`config.mk`:
```
export PLATFORM = sky130hd
export DESIGN_NAME = fp_addsub_flat
export DESIGN_NICKNAME = d
export VERILOG_FILES = /design/src/rtl/fp_pkg.sv /design/src/rtl/fp_addsub_if.sv /design/src/rtl/fp_lzc.sv /design/src/rtl/fp_addsub.sv /design/src/flat_wrapper.sv
export SDC_FILE = /design/constraint.sdc
export NUM_CORES = 1
export LEC_CHECK = 0
export CORE_MARGIN = 3
export CORE_UTILIZATION = 40
export CTS_CLUSTER_SIZE = 24
export DETAILED_ROUTE_END_ITERATION = 6
export PLACE_DENSITY = 0.65
export SLEW_MARGIN = 30
export SYNTH_ARGS = -nofsm -noshare
export SYNTH_HDL_FRONTEND = slang
export SYNTH_HIERARCHICAL = 1
export SYNTH_SLANG_ARGS = --single-unit
```
`constraint.sdc`:
```
create_clock -name clk -period 18.9 [get_ports clk]
set_input_delay 1.89 -clock clk [delete_from_list [all_inputs] [get_ports clk]]
set_output_delay 1.89 -clock clk [all_outputs]
set_load 0.02 [all_outputs]
```
`src/rtl/fp_pkg.sv`:
```
// Shared definitions for the floating-point add/subtract unit: FSM states,
// default field widths, flag positions and the canonical quiet NaN.
package fp_pkg;

  localparam int EXP_W_DEF = 8;
  localparam int MAN_W_DEF = 23;

  typedef enum logic [3:0] {
    GET_A, GET_B, UNPACK, SPECIAL, ALIGN, ADD, NORM, ROUND, PACK, PUT
  } state_e;

  // Bit positions inside output_flags = {invalid, overflow, inexact}
  localparam int FLAG_INVALID  = 2;
  localparam int FLAG_OVERFLOW = 1;
  localparam int FLAG_INEXACT  = 0;

  localparam logic [31:0] QNAN_SP = 32'h7FC0_0000;

endpackage

```
`src/rtl/fp_addsub_if.sv`:
```
// Operand/result handshake bundle for fp_addsub: two strobed operand ports
// and one strobed result port.
interface fp_addsub_if
  import fp_pkg::*;
#(
  parameter int EXP_W = EXP_W_DEF,
  parameter int MAN_W = MAN_W_DEF
);
  localparam int W = 1 + EXP_W + MAN_W;

  logic [W-1:0] input_a;
  logic         input_a_stb;
  logic         input_a_ack;
  logic         input_op;
  logic [W-1:0] input_b;
  logic         input_b_stb;
  logic         input_b_ack;
  logic [W-1:0] output_z;
  logic         output_z_stb;
  logic         output_z_ack;
  logic [2:0]   output_flags;

  modport slave (
    input  input_a, input_a_stb, input_op, input_b, input_b_stb, output_z_ack,
    output input_a_ack, input_b_ack, output_z, output_z_stb, output_flags
  );

  modport master (
    output input_a, input_a_stb, input_op, input_b, input_b_stb, output_z_ack,
    input  input_a_ack, input_b_ack, output_z, output_z_stb, output_flags
  );
endinterface

```
`src/rtl/fp_lzc.sv`:
```
// Leading-zero counter; an all-zero input yields W.
module fp_lzc #(
  parameter  int W  = 27,
  localparam int CW = $clog2(W + 1)
) (
  input  logic [W-1:0]  in_i,
  output logic [CW-1:0] cnt_o
);
  // NOTE: assigning a default before the loop keeps this block purely
  // combinational; a path with no assignment would infer a latch.
  always_comb begin
    cnt_o = CW'(W);
    for (int i = 0; i < W; i++) begin
      if (in_i[i]) cnt_o = CW'(W - 1 - i);
    end
  end
endmodule

```
`src/rtl/fp_addsub.sv`:
```
// Multi-cycle IEEE-754 adder/subtractor, round-to-nearest-even, one step per
// FSM state; special operands traverse the same states for fixed latency.
module fp_addsub
  import fp_pkg::*;
#(
  parameter int EXP_W = EXP_W_DEF,
  parameter int MAN_W = MAN_W_DEF
) (
  input logic        clk,
  input logic        rst,
  fp_addsub_if.slave bus
);
  localparam int W   = 1 + EXP_W + MAN_W;
  localparam int M   = MAN_W + 1;   // significand with hidden bit
  localparam int EW  = EXP_W + 1;   // headroom for exponent carry
  localparam int X   = M + 3;       // significand + guard/round/sticky
  localparam int LZW = $clog2(X + 1);
  localparam logic [EXP_W-1:0] EMAX = '1;
  localparam logic [W-1:0]     QNAN = {1'b0, EMAX, 1'b1, {(MAN_W-1){1'b0}}};

  typedef struct packed {
    logic          s;
    logic [EW-1:0] e;
    logic [M-1:0]  sig;
    logic          nan;
    logic          snan;
    logic          inf;
  } opnd_t;

  function automatic opnd_t unpack(input logic [W-1:0] v, input logic flip);
    opnd_t             o;
    logic [EXP_W-1:0]  ef;
    logic [MAN_W-1:0]  mf;
    ef     = v[W-2 -: EXP_W];
    mf     = v[MAN_W-1:0];
    o.s    = v[W-1] ^ flip;
    o.e    = (ef == '0) ? EW'(1) : {1'b0, ef};
    o.sig  = {ef != '0, mf};
    o.nan  = (ef == EMAX) && (mf != '0);
    o.snan = o.nan && !mf[MAN_W-1];
    o.inf  = (ef == EMAX) && (mf == '0);
    return o;
  endfunction

  state_e       state_q;
  logic         a_ack_q, b_ack_q, z_stb_q;
  logic [W-1:0] z_q;
  logic [2:0]   flags_q;

  logic [W-1:0]  a_q, b_q;
  logic          op_q;
  opnd_t         ua_q, ub_q;
  logic          special_q, special_inv_q;
  logic [W-1:0]  special_z_q;
  logic          big_s_q, small_s_q, sign_q, inexact_q;
  logic [M-1:0]  big_sig_q, small_sig_q, man_q;
  logic [EW-1:0] diff_q, exp_q;
  logic [X-1:0]  small_ext_q, norm_q;
  logic [X:0]    sum_q;

  logic            a_xfer, b_xfer, z_xfer;
  logic            a_big, inf_inf, spec_nan_d, spec_inv_d, special_d;
  logic [W-1:0]    special_z_d, z_d;
  logic [EW-1:0]   shamt, lz_ext, lim, lshift, norm_exp_d, round_exp_d;
  logic [2*M+1:0]  shifted;
  logic [X-1:0]    small_ext_d, norm_d;
  logic [X:0]      sum_d;
  logic            sign_d, rup;
  logic [LZW-1:0]  lz;
  logic [M:0]      man_r;
  logic [M-1:0]    man_d;
  logic [2:0]      flags_d;

  assign a_xfer = (state_q == GET_A) && a_ack_q && bus.input_a_stb;
  assign b_xfer = (state_q == GET_B) && b_ack_q && bus.input_b_stb;
  assign z_xfer = (state_q == PUT) && z_stb_q && bus.output_z_ack;

  fp_lzc #(.W(X)) u_lzc (.in_i(sum_q[X-1:0]), .cnt_o(lz));

  always_comb begin
    special_z_d = QNAN;
    norm_d      = '0;
    norm_exp_d  = exp_q;
    man_d       = '0;
    round_exp_d = exp_q;
    z_d         = '0;
    flags_d     = '0;

    a_big      = {ua_q.e, ua_q.sig} >= {ub_q.e, ub_q.sig};
    inf_inf    = ua_q.inf && ub_q.inf && (ua_q.s != ub_q.s);
    spec_nan_d = ua_q.nan || ub_q.nan || inf_inf;
    spec_inv_d = ua_q.snan || ub_q.snan || inf_inf;
    special_d  = spec_nan_d || ua_q.inf || ub_q.inf;
    if (!spec_nan_d) begin
      special_z_d = ua_q.inf ? {ua_q.s, EMAX, {MAN_W{1'b0}}}
                             : {ub_q.s, EMAX, {MAN_W{1'b0}}};
    end

    // Shifts beyond M+2 only ever feed the sticky bit, so saturate there.
    shamt       = (diff_q > EW'(M + 2)) ? EW'(M + 2) : diff_q;
    shifted     = {small_sig_q, {(M+2){1'b0}}} >> shamt;
    small_ext_d = {shifted[2*M+1:M], |shifted[M-1:0]};

    sum_d  = (big_s_q == small_s_q) ? {1'b0, big_sig_q, 3'b000} + {1'b0, small_ext_q}
                                    : {1'b0, big_sig_q, 3'b000} - {1'b0, small_ext_q};
    sign_d = (sum_d == '0) ? (big_s_q && small_s_q) : big_s_q;

    lz_ext = EW'(lz);
    lim    = exp_q - EW'(1);
    lshift = (lz_ext < lim) ? lz_ext : lim;
    if (sum_q[X]) begin
      norm_d     = {sum_q[X:2], sum_q[1] | sum_q[0]};
      norm_exp_d = exp_q + EW'(1);
    end else begin
      norm_d     = sum_q[X-1:0] << lshift;
      norm_exp_d = exp_q - lshift;
    end

    rup   = norm_q[2] && (norm_q[1] || norm_q[0] || norm_q[3]);
    man_r = {1'b0, norm_q[X-1:3]} + {{M{1'b0}}, rup};
    if (man_r[M]) begin
      man_d       = man_r[M:1];
      round_exp_d = exp_q + EW'(1);
    end else begin
      man_d = man_r[M-1:0];
    end

    if (special_q) begin
      z_d                   = special_z_q;
      flags_d[FLAG_INVALID] = special_inv_q;
    end else if (exp_q >= {1'b0, EMAX}) begin
      z_d                    = {sign_q, EMAX, {MAN_W{1'b0}}};
      flags_d[FLAG_OVERFLOW] = 1'b1;
      flags_d[FLAG_INEXACT]  = 1'b1;
    end else begin
      z_d = {sign_q, (man_q[M-1] ? exp_q[EXP_W-1:0] : {EXP_W{1'b0}}), man_q[MAN_W-1:0]};
      flags_d[FLAG_INEXACT] = inexact_q;
    end
  end

  // NOTE: datapath registers carry no reset; the FSM alone decides when their
  // contents are meaningful, so resetting them would only add fan-out on rst.
  always_ff @(posedge clk) begin
    unique case (state_q)
      GET_A:   if (a_xfer) begin a_q <= bus.input_a; op_q <= bus.input_op; end
      GET_B:   if (b_xfer) b_q <= bus.input_b;
      UNPACK: begin
        ua_q <= unpack(a_q, 1'b0);
        ub_q <= unpack(b_q, op_q);
      end
      SPECIAL: begin
        special_q     <= special_d;
        special_z_q   <= special_z_d;
        special_inv_q <= spec_inv_d;
        big_s_q       <= a_big ? ua_q.s   : ub_q.s;
        big_sig_q     <= a_big ? ua_q.sig : ub_q.sig;
        small_s_q     <= a_big ? ub_q.s   : ua_q.s;
        small_sig_q   <= a_big ? ub_q.sig : ua_q.sig;
        exp_q         <= a_big ? ua_q.e   : ub_q.e;
        diff_q        <= a_big ? ua_q.e - ub_q.e : ub_q.e - ua_q.e;
      end
      ALIGN:   small_ext_q <= small_ext_d;
      ADD:     begin sum_q <= sum_d; sign_q <= sign_d; end
      NORM: begin
        norm_q    <= norm_d;
        exp_q     <= norm_exp_d;
        inexact_q <= |norm_d[2:0];
      end
      ROUND:   begin man_q <= man_d; exp_q <= round_exp_d; end
      default: ;
    endcase
  end

  always_ff @(posedge clk) begin
    if (rst) begin
      state_q <= GET_A;
      a_ack_q <= 1'b0;
      b_ack_q <= 1'b0;
      z_stb_q <= 1'b0;
      z_q     <= '0;
      flags_q <= '0;
    end else begin
      unique case (state_q)
        GET_A: begin
          if (a_xfer) begin
            state_q <= GET_B;
            a_ack_q <= 1'b0;
            b_ack_q <= 1'b1;
          end else begin
            a_ack_q <= 1'b1;
          end
        end
        GET_B:   if (b_xfer) begin state_q <= UNPACK; b_ack_q <= 1'b0; end
        UNPACK:  state_q <= SPECIAL;
        SPECIAL: state_q <= ALIGN;
        ALIGN:   state_q <= ADD;
        ADD:     state_q <= NORM;
        NORM:    state_q <= ROUND;
        ROUND:   state_q <= PACK;
        PACK: begin
          state_q <= PUT;
          z_q     <= z_d;
          flags_q <= flags_d;
          z_stb_q <= 1'b1;
        end
        PUT: begin
          if (z_xfer) begin
            state_q <= GET_A;
            z_stb_q <= 1'b0;
            a_ack_q <= 1'b1;
          end
        end
        default: state_q <= GET_A;
      endcase
    end
  end

  assign bus.input_a_ack  = a_ack_q;
  assign bus.input_b_ack  = b_ack_q;
  assign bus.output_z     = z_q;
  assign bus.output_z_stb = z_stb_q;
  assign bus.output_flags = flags_q;

endmodule

```
`src/flat_wrapper.sv`:
```
// flat-port wrapper written by rule: the top's interface ports become plain ports
module fp_addsub_flat import fp_pkg::*;
#(
  parameter int EXP_W = EXP_W_DEF,
  parameter int MAN_W = MAN_W_DEF
)
  (clk, rst, bus_input_a, bus_input_a_stb, bus_input_op, bus_input_b, bus_input_b_stb, bus_output_z_ack, bus_input_a_ack, bus_input_b_ack, bus_output_z, bus_output_z_stb, bus_output_flags);
  fp_addsub_if #(.EXP_W(EXP_W), .MAN_W(MAN_W)) bus_i ();
  input logic clk;
  input logic rst;
  input wire logic [$bits(bus_i.input_a)-1:0] bus_input_a;
  input wire logic [$bits(bus_i.input_a_stb)-1:0] bus_input_a_stb;
  input wire logic [$bits(bus_i.input_op)-1:0] bus_input_op;
  input wire logic [$bits(bus_i.input_b)-1:0] bus_input_b;
  input wire logic [$bits(bus_i.input_b_stb)-1:0] bus_input_b_stb;
  input wire logic [$bits(bus_i.output_z_ack)-1:0] bus_output_z_ack;
  output wire logic [$bits(bus_i.input_a_ack)-1:0] bus_input_a_ack;
  output wire logic [$bits(bus_i.input_b_ack)-1:0] bus_input_b_ack;
  output wire logic [$bits(bus_i.output_z)-1:0] bus_output_z;
  output wire logic [$bits(bus_i.output_z_stb)-1:0] bus_output_z_stb;
  output wire logic [$bits(bus_i.output_flags)-1:0] bus_output_flags;
  assign bus_i.input_a = bus_input_a;
  assign bus_i.input_a_stb = bus_input_a_stb;
  assign bus_i.input_op = bus_input_op;
  assign bus_i.input_b = bus_input_b;
  assign bus_i.input_b_stb = bus_input_b_stb;
  assign bus_i.output_z_ack = bus_output_z_ack;
  assign bus_input_a_ack = bus_i.input_a_ack;
  assign bus_input_b_ack = bus_i.input_b_ack;
  assign bus_output_z = bus_i.output_z;
  assign bus_output_z_stb = bus_i.output_z_stb;
  assign bus_output_flags = bus_i.output_flags;
  fp_addsub #(.EXP_W(EXP_W), .MAN_W(MAN_W)) u_core (.clk(clk), .rst(rst), .bus(bus_i));
endmodule
```
==> results.md, run 1 <==
- #FFs+latches synth: 359
- CTS Buf Count: 40
- Fin cells: 2,755
- Worst slew pin tran: 0.9143 ns
- Synth top area share: 0.4571
- Crit Path Max Fanout: 25
- Slew HR: 0.3904
- Post-Synth XOR/XNOR Area: 0.02524
- Mapped Area: 20,820 µm²
- Worst Hold Path EP: u_core/ua_q[36]
- Post-synthesis simple-gate area fraction: 0.1414
- Final setup violating endpoints: 0
- # hold bufs at CTS: 0
- Synth Instances: 1,989
- Minimum clock period: 6.006 ns
- Clock skew: 0.02289 ns
- Count of cell types in the netlist: 86
- IO buf count: 107
- Number of post-CTS setup repair buffers: 0
- Post-route cell area: 23,920 µm²
- RSZ-0062 raised after global routing: no
- Synth Area in Compound Gates: 0.1434
- Total gr overflow: 0
- First-pass GRT wire length: 82,030 µm
- Worst r2r src: u_core/sum_q[10]
- CTS tree: built
- Largest family of logic cells by synthesized area: compound AO/OA/AOI/OAI gates
- Hold Crit Class: reg2reg
- Most frequent cells in the layout: 317 x edfxtp_1, 187 x nand2_1, 169 x nor2_1, 118 x mux2i_1, 116 x inv_1
- Multiplexer share of the synthesized area: 0.08166
- Area leader, netlist: edfxtp_1
- Total vias in the final route: 15,380
- Die width: 234.2 µm
- Final period utilization: 0.3178
- Synth async-reset ratio: 0
- WL final: 52,080 µm
- Critical path type: reg2reg
- Outcome: finished clean
- Yosys Warn Count: 6
- Clock slew at reported path FFs: 0.06 ns
- FMAX: 166.5 MHz
- Nets: 2,234
- Core Rows: 82
- Final hold vios: 0
- Hold path depth: 0
- Initial DRC count: 1,237
- Clock tree buffer depth: 3
- Register-to-register setup slack: 12.89 ns
- Wire per inst: 18.90 µm
- Worst-skew pair later-pin latency: 0.57 ns
- Hold path start: u_core/a_q[31]
- Area of the core: 50,790 µm²
- Antenna violations before repair: 0
- Effective utilization at floorplan: 0.4100
- Clock sinks: 359
- P&R area growth vs syn: 14.86%
- Main synth FF type: edfxtp_1
- Share of cells above drive strength 1: 0.07489
- GP Congestion: 0.9617
- H-tree Lvls: 2
- IO Pins: 108
- DPL Wire Length: 39,630 µm
- Diodes inserted: 0
- Die Y: 234.2 µm
- DR vias/cell: 5.581
- Pin count of the biggest net entering global routing: 104
- Required time worst endpoint: 19.17 ns
- CTS Root Cell: clkbuf_16
- Post-synth EDFFs: 317
- Seq/Total Area, Yosys: 0.4975
- Drt drc: 0
- Max-slew violations: 0
- CP Launch Type: register
- Number of global-route vias before repair: 14,970
- FF-to-FF path depth: 23
- Most common cell after layout, fill and taps aside: edfxtp_1
- P per Cell Area: 74.51 nW/µm²
- CP Capture Type: register
- First drt pass iteration count: 5
- DP Area: 22,540 µm²
- Syn_area_per_cell: 10.47 µm²
- LEAKAGE: 9.230 nW
- Routed Antenna Nets: 0
- Top cells by area, synth: edfxtp_1 46%, ha_1 6.5%, mux2i_1 5.7%, dfxtp_1 4.0%, nand2_1 3.4%
- Setup tns final: 0 ns
- Post-CTS Resized: 0
- Adder-cell share of the synthesized area: 0.06874
- Max-cap viol count: 0
- Capture point of the worst reg-to-reg path: u_core/exp_q[7]
- Die Area: 54,830 µm²
- Overall Power: 1.782 mW
- Total track usage: 0.1885
- Peak supply drop: 0.00007636 V
- Worst path arrival time: 6.28 ns
- Placed insts: 2,682
-- through the flow --
step	util	hold slack (ns)	worst slack (ns)
finish	0.4710	0.4234	12.89
CTS	0.4708	0.4295	12.92
global route	0.4710	0.4349	12.45
detailed placement	0.4437	0.4159	12.94
floorplan	-	0.4003	12.76
global placement	0.4437	0.4193	12.94
-- Yosys cell counts (12+ instances only) --
library cell / count
nor2_1: 172
mux2i_1: 119
or3_1: 12
edfxtp_1: 317
ha_1: 108
and2_1: 13
a21o_1: 32
nand4_1: 21
inv_1: 116
o31ai_1: 12
a211oi_1: 26
clkbuf_1: 87
xor2_1: 28
o21a_1: 15
o221ai_1: 14
o21ai_0: 97
buf_1: 15
a22o_1: 12
nor2b_1: 24
nand2_1: 187
nand3_1: 31
a22oi_1: 27
nor3_1: 53
xnor2_1: 32
a21oi_1: 102
and3_1: 17
dfxtp_1: 42
mux2_2: 41
nand2b_1: 20
nor4_1: 35
-- registers in the layout, indices dropped and copies added (netlist names), 27 cells and up --
signal / count
u_core/norm_q: 27
u_core/sum_q: 28
u_core/bus.output_z: 32
u_core/b_q: 32
u_core/ua_q: 36
u_core/a_q: 32
u_core/small_ext_q: 27
u_core/ub_q: 36
-- worst max-delay path by stage --
stage / start / to / depth (start not counted)
after floorplan: u_core/state_q[1] / u_core/ua_q[0] / 3
after global placement: u_core/sum_q[10] / u_core/exp_q[7] / 23
after detailed placement: u_core/sum_q[10] / u_core/exp_q[7] / 23
after CTS: u_core/sum_q[10] / u_core/exp_q[7] / 23
after global routing: u_core/sum_q[10] / u_core/exp_q[7] / 23
final: u_core/sum_q[10] / u_core/exp_q[7] / 23
-- power by group --
group	total [mW]	internal [mW]	leakage (nW)	switching, mW
Sequential	0.888	0.877	3.19	0.0109
Combinational	0.0875	0.0397	5.37	0.0478
Clock	0.807	0.493	0.663	0.314
Total	1.78	1.41	9.23	0.373
-- layer usage --
metal	up-vias	share of wire	track usage
li1	7490	-	-
met2	418	0.50	0.3259
met5	-	0	0
met3	74	0.046	0.02806
met1	7395	0.44	0.2461
met4	0	0.023	0.05356
-- cells by family (layout without fill, tap and decap cells) --
logic type                 after synthesis  in the layout
AOI/OAI and AO/OA                      451            451
xor gates and xnor gates                60             60
adders and majority gates              112            112
buffers and inverters                  226            318
DFF                                    359            359
muxes                                  163            163
other                                    1              3
and+or+nand+nor                        617            617
-- final cells by class --
class	count	area (µm²)
fillers	4615	26870
inverters	118	442.9
clock inverters	23	282.8
clock buffers	50	1090
multi-input cells	1406	9677
repair buffers	127	1225
flip-flops and latches	359	10360
well taps	672	840.8
-- critical path, stage by stage (launching register included) --
cell,delay [ns]
edfxtp_1,0.47
nor2_1,0.21
o21ai_0,0.12
a311o_1,0.39
a21oi_1,0.26
ha_1,0.28
o21a_1,0.10
o21a_1,0.16
o21a_1,0.16
o21a_1,0.17
o221ai_2,0.41
mux2i_2,0.74
inv_2,0.48
ha_1,0.39
nor2b_1,0.12
o21ai_0,0.14
nand2b_1,0.10
a21o_1,0.18
a21o_1,0.19
a21o_1,0.17
a21oi_1,0.17
xnor2_1,0.09
nand2_1,0.07
o221ai_1,0.10
(Power assumes the default switching activity.)
==> inputs of run 2 (changes only) <==
==> constraint.sdc (replaced) <==
create_clock -name clk -period 6.15 [get_ports clk]
set_input_delay 0.615 -clock clk [delete_from_list [all_inputs] [get_ports clk]]
set_output_delay 0.615 -clock clk [all_outputs]
set_load 0.02 [all_outputs]
==> results.md, run 2 (synthesis results as in run 1) <==
- Int Power: 4.263 mW (was 1.409 mW)
- Setup Slack @ Placement: 0.8876 ns (was 12.94 ns)
- Most frequent cells in the layout: 317 x edfxtp_1, 187 x nand2_1, 169 x nor2_1, 118 x mux2i_1, 116 x inv_1 (unchanged)
- WL final: 53,320 µm (was 52,080 µm)
- Outcome: finished clean (unchanged)
- Effective utilization at floorplan: 0.4100 (unchanged)
- First-pass GRT wire length: 82,480 µm (was 82,030 µm)
- Largest registers: u_core/ua_q x36, u_core/ub_q x36 (unchanged)
- Max-slew violations: 0 (unchanged)
- CP max-delay cell: mux2i_1 (was mux2i_2)
- Share of cells above drive strength 1: 0.07751 (was 0.07489)
- Post-CTS Resized: 0 (unchanged)
- Overall Power: 5.429 mW (was 1.782 mW)
- Clk pwr share: 0.447 (was 0.453)
- Crit-path cells: nor2b_1 > a2111oi_0 > o221a_1 > o22ai_1 > o21a_1 > o21a_1 > o21a_1 > o21a_1 > o221ai_2 > mux2i_1 > inv_2 > ha_1 > fa_1 > nor2b_1 > o21ai_0 > nand2b_1 > a21o_1 > a21o_1 > a21o_1 > a21oi_1 > xnor2_1 > o22ai_1 (was nor2_1 > o21ai_0 > a311o_1 > a21oi_1 > ha_1 > o21a_1 > o21a_1 > o21a_1 > o21a_1 > o221ai_2 > mux2i_2 > inv_2 > ha_1 > nor2b_1 > o21ai_0 > nand2b_1 > a21o_1 > a21o_1 > a21o_1 > a21oi_1 > xnor2_1 > nand2_1 > o221ai_1)
- IO buf count: 107 (unchanged)
- Peak supply drop: 0.0002204 V (was 0.00007636 V)
- Worst path arrival time: 5.58 ns (was 6.28 ns)
- P&R area growth vs syn: 15.08% (was 14.86%)
- Setup WS post-layout: 0.8624 ns (was 12.89 ns)
- IO Pins: 108 (unchanged)
- FF+latch area: 10,360 µm² (unchanged)
- Max-cap viol count: 0 (unchanged)
- Routed Antenna Nets: 0 (unchanged)
- GP Congestion: 0.9407 (was 0.9617)
- Placed insts: 2,688 (was 2,682)
- Clock skew: 0.04450 ns (was 0.02289 ns)
- # fillers: 4,623 (was 4,615)
- Comb power frac: 0.050 (was 0.049)
- Initial DRC count: 1,022 (was 1,237)
- Drt drc: 0 (unchanged)
- Clock sinks: 359 (unchanged)
- Share of power burned in registers: 0.503 (was 0.498)
- CP Capture Type: register (unchanged)
- Core Rows: 82 (unchanged)
- Hold Crit Class: reg2reg (unchanged)
- Setup tns final: 0 ns (unchanged)
- Psw: 1.166 mW (was 0.3727 mW)
- Fin cells: 2,762 (was 2,755)
- Total gr overflow: 0 (unchanged)
- Number of global-route vias before repair: 14,980 (was 14,970)
- Worst-skew pair later-pin latency: 0.56 ns (was 0.57 ns)
- Switch share: 0.2147 (was 0.2091)
- Die Y: 234.2 µm (unchanged)
- Clock tree buffer depth: 3 (unchanged)
- Crit Path Max Fanout: 7 (was 25)
- First drt pass iteration count: 7 (was 5)
- P per Cell Area: 226.5 nW/µm² (was 74.51 nW/µm²)
- Nets: 2,241 (was 2,234)
- RSZ-0062 raised after global routing: no (unchanged)
- Die Area: 54,830 µm² (unchanged)
- Hold_ws: 0.4224 ns (was 0.4234 ns)
- Critical path type: reg2reg (unchanged)
- CTS Buf Count: 41 (was 40)
- LEAKAGE: 9.264 nW (was 9.230 nW)
- H-tree Lvls: 2 (unchanged)
- CTS tree: built (unchanged)
- DP Area: 22,590 µm² (was 22,540 µm²)
- CP max stage delay: 0.57 ns (was 0.74 ns)
- Die width: 234.2 µm (unchanged)
- Final setup violating endpoints: 0 (unchanged)
- Most common cell on crit path: o21a_1 (unchanged)
- DPL Wire Length: 40,820 µm (was 39,630 µm)
- CP Launch Type: register (unchanged)
- Slew HR: 0.3841 (was 0.3904)
- Antenna violations before repair: 0 (unchanged)
- DR vias/cell: 5.602 (was 5.581)
- Most common cell after layout, fill and taps aside: edfxtp_1 (unchanged)
- Wire per inst: 19.31 µm (was 18.90 µm)
- Fin util: 0.4719 (was 0.4710)
- Pin count of the biggest net entering global routing: 87 (was 104)
- Diodes inserted: 0 (unchanged)
- Minimum clock period: 5.288 ns (was 6.006 ns)
- # hold bufs at CTS: 0 (unchanged)
- Area of the core: 50,790 µm² (unchanged)
- Final period utilization: 0.8598 (was 0.3178)
- Number of post-CTS setup repair buffers: 0 (unchanged)
- Total track usage: 0.1905 (was 0.1885)
- Post-route cell area: 23,960 µm² (was 23,920 µm²)
- Multi-input logic area: 9677 µm² (unchanged)
- Required time worst endpoint: 6.44 ns (was 19.17 ns)
- Total vias in the final route: 15,470 (was 15,380)
- Clock slew at reported path FFs: 0.06 ns (about the same)
- FMAX: 189.1 MHz (was 166.5 MHz)
- Worst slew pin tran: 0.9238 ns (was 0.9143 ns)
- CTS Root Cell: clkbuf_16 (unchanged)
- Final hold vios: 0 (unchanged)
run 2: cell count changes in the layout (fill, tap and decap cells not counted), moves of 2 or more:
cell        previous run  this run
buf_4                 19        25
clkinvlp_4             4         2
clkbuf_16             41        43
clkinv_1               4         7
clkbuf_1               6         4
bufinv_16              6         3
clkinv_4               0         2
run 2: metal layers:
metal  wire length (µm)  vias up  part of all wire  track usage
li1                   -     7515                 -            -
met1              23250     7419              0.44       0.2474
met2              26160      438              0.49       0.3261
met3               2396      100             0.045      0.02915
met4               1522        0             0.029      0.06217
met5                  0        -                 0            0
run 2: worst paths after layout:
check                   from               to  slack [ns]  depth (start not counted)
min           u_core/a_q[31]  u_core/ua_q[36]        0.42                          0
max          u_core/sum_q[3]  u_core/exp_q[8]        0.86                         22
min reg2reg   u_core/a_q[31]  u_core/ua_q[36]        0.42                          0
max reg2reg  u_core/sum_q[3]  u_core/exp_q[8]        0.86                         22
run 2: area by class of cell:
type | instances | share of cell area
flip-flops and latches | 359 | 0.4323
multi-input cells | 1406 | 0.4038
repair buffers | 133 | 0.05336
clock buffers | 50 | 0.04725
well taps | 672 | 0.03509
inverters | 118 | 0.01848
clock inverters | 24 | 0.009711
run 2: worst max-delay path, delay by kind of cell, from the launching register on:
family	cells	cell delay (ns)
DFF	1	0.49
buffers and inverters	1	0.09
muxes	1	0.57
xor gates and xnor gates	1	0.13
adders and majority gates	2	0.64
AOI/OAI and AO/OA	14	2.69
and+or+nand+nor	3	0.42
run 2: power groups by stage:
stage | clock network (mW) | registers [mW] | logic, mW
6_report | 2.43 | 2.73 | 0.273
5_1_grt | 2.60 | 2.73 | 0.300
3_5_place_dp | 0 | 2.78 | 0.272
2_1_floorplan | 0 | 2.77 | 0.170
4_1_cts | 2.50 | 2.73 | 0.274
3_3_place_gp | 0 | 2.78 | 0.266
==> inputs of run 3 (changes only) <==
--- a/config.mk
+++ b/config.mk
@@ -9,7 +9,7 @@
 export CORE_UTILIZATION = 40
 export CTS_CLUSTER_SIZE = 24
 export DETAILED_ROUTE_END_ITERATION = 6
-export PLACE_DENSITY = 0.65
+export PLACE_DENSITY = 0.67
 export SLEW_MARGIN = 30
 export SYNTH_ARGS = -nofsm -noshare
 export SYNTH_HDL_FRONTEND = slang
==> constraint.sdc (replaced) <==
create_clock -name clk -period 4.8 [get_ports clk]
set_input_delay 0.48 -clock clk [delete_from_list [all_inputs] [get_ports clk]]
set_output_delay 0.48 -clock clk [all_outputs]
set_load 0.02 [all_outputs]
==> results.md, run 3 (synthesis results as in run 1) <==
- IO Pins: 108 (unchanged)
- WL final: 53,690 µm (was 53,320 µm)
- CTS Root Cell: clkbuf_16 (unchanged)
- Buf+Inv Stages, Crit Path: 3 (was 1)
- CTS tree: built (unchanged)
- Area of the core: 50,790 µm² (unchanged)
- GP Congestion: 0.9578 (was 0.9407)
- Cell family with most CP delay: compound AO/OA/AOI/OAI gates (unchanged)
- DPL Wire Length: 41,330 µm (was 40,820 µm)
- Number of global-route vias before repair: 15,160 (was 14,980)
- Effective utilization at floorplan: 0.4100 (unchanged)
- Initial DRC count: 1,198 (was 1,022)
- Overall Power: 6.794 mW (was 5.429 mW)
- Worst slew pin tran: 0.9070 ns (was 0.9238 ns)
- Required time worst endpoint: 5.09 ns (was 6.44 ns)
- Clock tree buffer depth: 3 (unchanged)
- Clock sinks: 359 (unchanged)
- P per Cell Area: 278.5 nW/µm² (was 226.5 nW/µm²)
- Die width: 234.2 µm (unchanged)
- Placed insts: 2,731 (was 2,688)
- Routed Antenna Nets: 0 (unchanged)
- Die Y: 234.2 µm (unchanged)
- H-tree Lvls: 2 (unchanged)
- Minimum clock period: 4.742 ns (was 5.288 ns)
- Drt drc: 0 (unchanged)
- Worst-skew pair later-pin latency: 0.56 ns (about the same)
- Critical path type: reg2reg (unchanged)
- Slew HR: 0.3898 (was 0.3841)
- Most common cell after layout, fill and taps aside: edfxtp_1 (unchanged)
- IO buf count: 107 (unchanged)
- Antenna violations before repair: 0 (unchanged)
- Worst path arrival time: 5.03 ns (was 5.58 ns)
- Most common cell on crit path: o21a_1 (unchanged)
- Die Area: 54,830 µm² (unchanged)
- Total gr overflow: 0 (unchanged)
- Share of cells above drive strength 1: 0.1061 (was 0.07751)
- CTS Buf Count: 39 (was 41)
- # hold bufs at CTS: 0 (unchanged)
- Final setup violating endpoints: 0 (unchanged)
- Peak supply drop: 0.0002628 V (was 0.0002204 V)
- RSZ-0062 raised after global routing: yes (was no)
- Final period utilization: 0.9880 (was 0.8598)
- Routed length on met3: 2158 µm (was 2396 µm)
- First-pass GRT wire length: 83,010 µm (was 82,480 µm)
- Crit-path cells: nand2b_1 > a2111oi_1 > o221a_1 > o22ai_1 > o21a_1 > o21a_1 > o21a_1 > o21a_1 > o221ai_4 > buf_6 > mux2i_4 > inv_2 > buf_4 > mux2i_1 > o22ai_1 > a22o_1 > or3_1 (was nor2b_1 > a2111oi_0 > o221a_1 > o22ai_1 > o21a_1 > o21a_1 > o21a_1 > o21a_1 > o221ai_2 > mux2i_1 > inv_2 > ha_1 > fa_1 > nor2b_1 > o21ai_0 > nand2b_1 > a21o_1 > a21o_1 > a21o_1 > a21oi_1 > xnor2_1 > o22ai_1)
- Core Rows: 82 (unchanged)
- Fin cells: 2,811 (was 2,762)
- Max-slew violations: 0 (unchanged)
- Diodes inserted: 0 (unchanged)
- Total vias in the final route: 15,710 (was 15,470)
- Setup tns final: 0 ns (unchanged)
- Outcome: finished clean (unchanged)
- CP max-delay cell: edfxtp_1 (was mux2i_1)
- Nets: 2,293 (was 2,241)
- LEAKAGE: 9.495 nW (was 9.264 nW)
- First drt pass iteration count: 6 (was 7)
- Clock skew: 0.01920 ns (was 0.04450 ns)
- Largest registers: u_core/ua_q x36, u_core/ub_q x36 (unchanged)
- FMAX: 210.9 MHz (was 189.1 MHz)
- DR vias/cell: 5.589 (was 5.602)
- CP Launch Type: register (unchanged)
- P&R area growth vs syn: 17.17% (was 15.08%)
- Most frequent cells in the layout: 317 x edfxtp_1, 187 x nand2_1, 167 x nor2_1, 116 x inv_1, 115 x mux2i_1 (was 317 x edfxtp_1, 187 x nand2_1, 169 x nor2_1, 118 x mux2i_1, 116 x inv_1)
- CP max stage delay: 0.44 ns (was 0.57 ns)
- Pin count of the biggest net entering global routing: 85 (was 87)
- Hold Crit Class: reg2reg (unchanged)
- Crit Path Max Fanout: 25 (was 7)
- Met2 wire len: 26,150 µm (was 26,160 µm)
- Max-cap viol count: 0 (unchanged)
- Clock slew at reported path FFs: 0.06 ns (about the same)
- Total track usage: 0.1913 (was 0.1905)
- Top layer in use: met4 (unchanged)
- DP Area: 22,960 µm² (was 22,590 µm²)
- Fin util: 0.4804 (was 0.4719)
- Final hold vios: 0 (unchanged)
- CP Capture Type: register (unchanged)
- Post-route cell area: 24,400 µm² (was 23,960 µm²)
- M1 wire length: 23,890 µm (was 23,250 µm)
- Wire per inst: 19.10 µm (was 19.31 µm)
[run 3: cell types whose count changed in the layout (fill, tap and decap cells not counted), moves of 3 or more]
cell       delta
clkbuf_16     -3
mux2i_1       -3
clkinv_1      -4
buf_4        +52
a2111oi_0     -3
[run 3: path summary, 6_finish.rpt]
check	cells past startpoint	from	slack (ns)	endpoint
worst max-delay path	17	u_core/sum_q[1]	0.06	u_core/inexact_q
worst min-delay path	0	u_core/a_q[31]	0.43	u_core/ua_q[36]
worst max register to register	17	u_core/sum_q[1]	0.06	u_core/inexact_q
worst min register to register	0	u_core/a_q[31]	0.43	u_core/ua_q[36]
[run 3: cell type report]
class	instances	area, µm²
tap	672	840.8
multi-input combinational	1406	9786
timing repair buffer	187	1692
clock inverter	20	202.7
clock buffer	49	1075
sequential	359	10360
fill	4629	26390
inverter	118	442.9
[run 3: metal layers]
| layer | global-route usage | vias to the layer above |
|---|---|---|
| met5 | 0 | - |
| met4 | 0.06121 | 0 |
| met3 | 0.02551 | 99 |
| met2 | 0.3259 | 396 |
| met1 | 0.2527 | 7611 |
| li1 | - | 7604 |
[run 3: repair_timing]
action,4_1_cts,5_1_grt
setup buffers,0,11
endpoints found under the setup margin,0,19
resized for setup,0,21
[run 3: through the flow]
step / worst slack [ns] / hold slack [ns]
6_report: 0.05768 / 0.4303
5_1_grt: -0.1416 / 0.4314
4_1_cts: 0.03419 / 0.4351
3_5_place_dp: 0.05226 / 0.4102
3_3_place_gp: 0.1003 / 0.4229
2_1_floorplan: -0.02385 / 0.4003
[run 3: power by group]
part	internal, mW	total (mW)	leakage (nW)	switching [mW]
logic	0.164	0.358	5.68	0.194
registers	3.45	3.50	3.19	0.0432
clock network	1.71	2.94	0.624	1.23
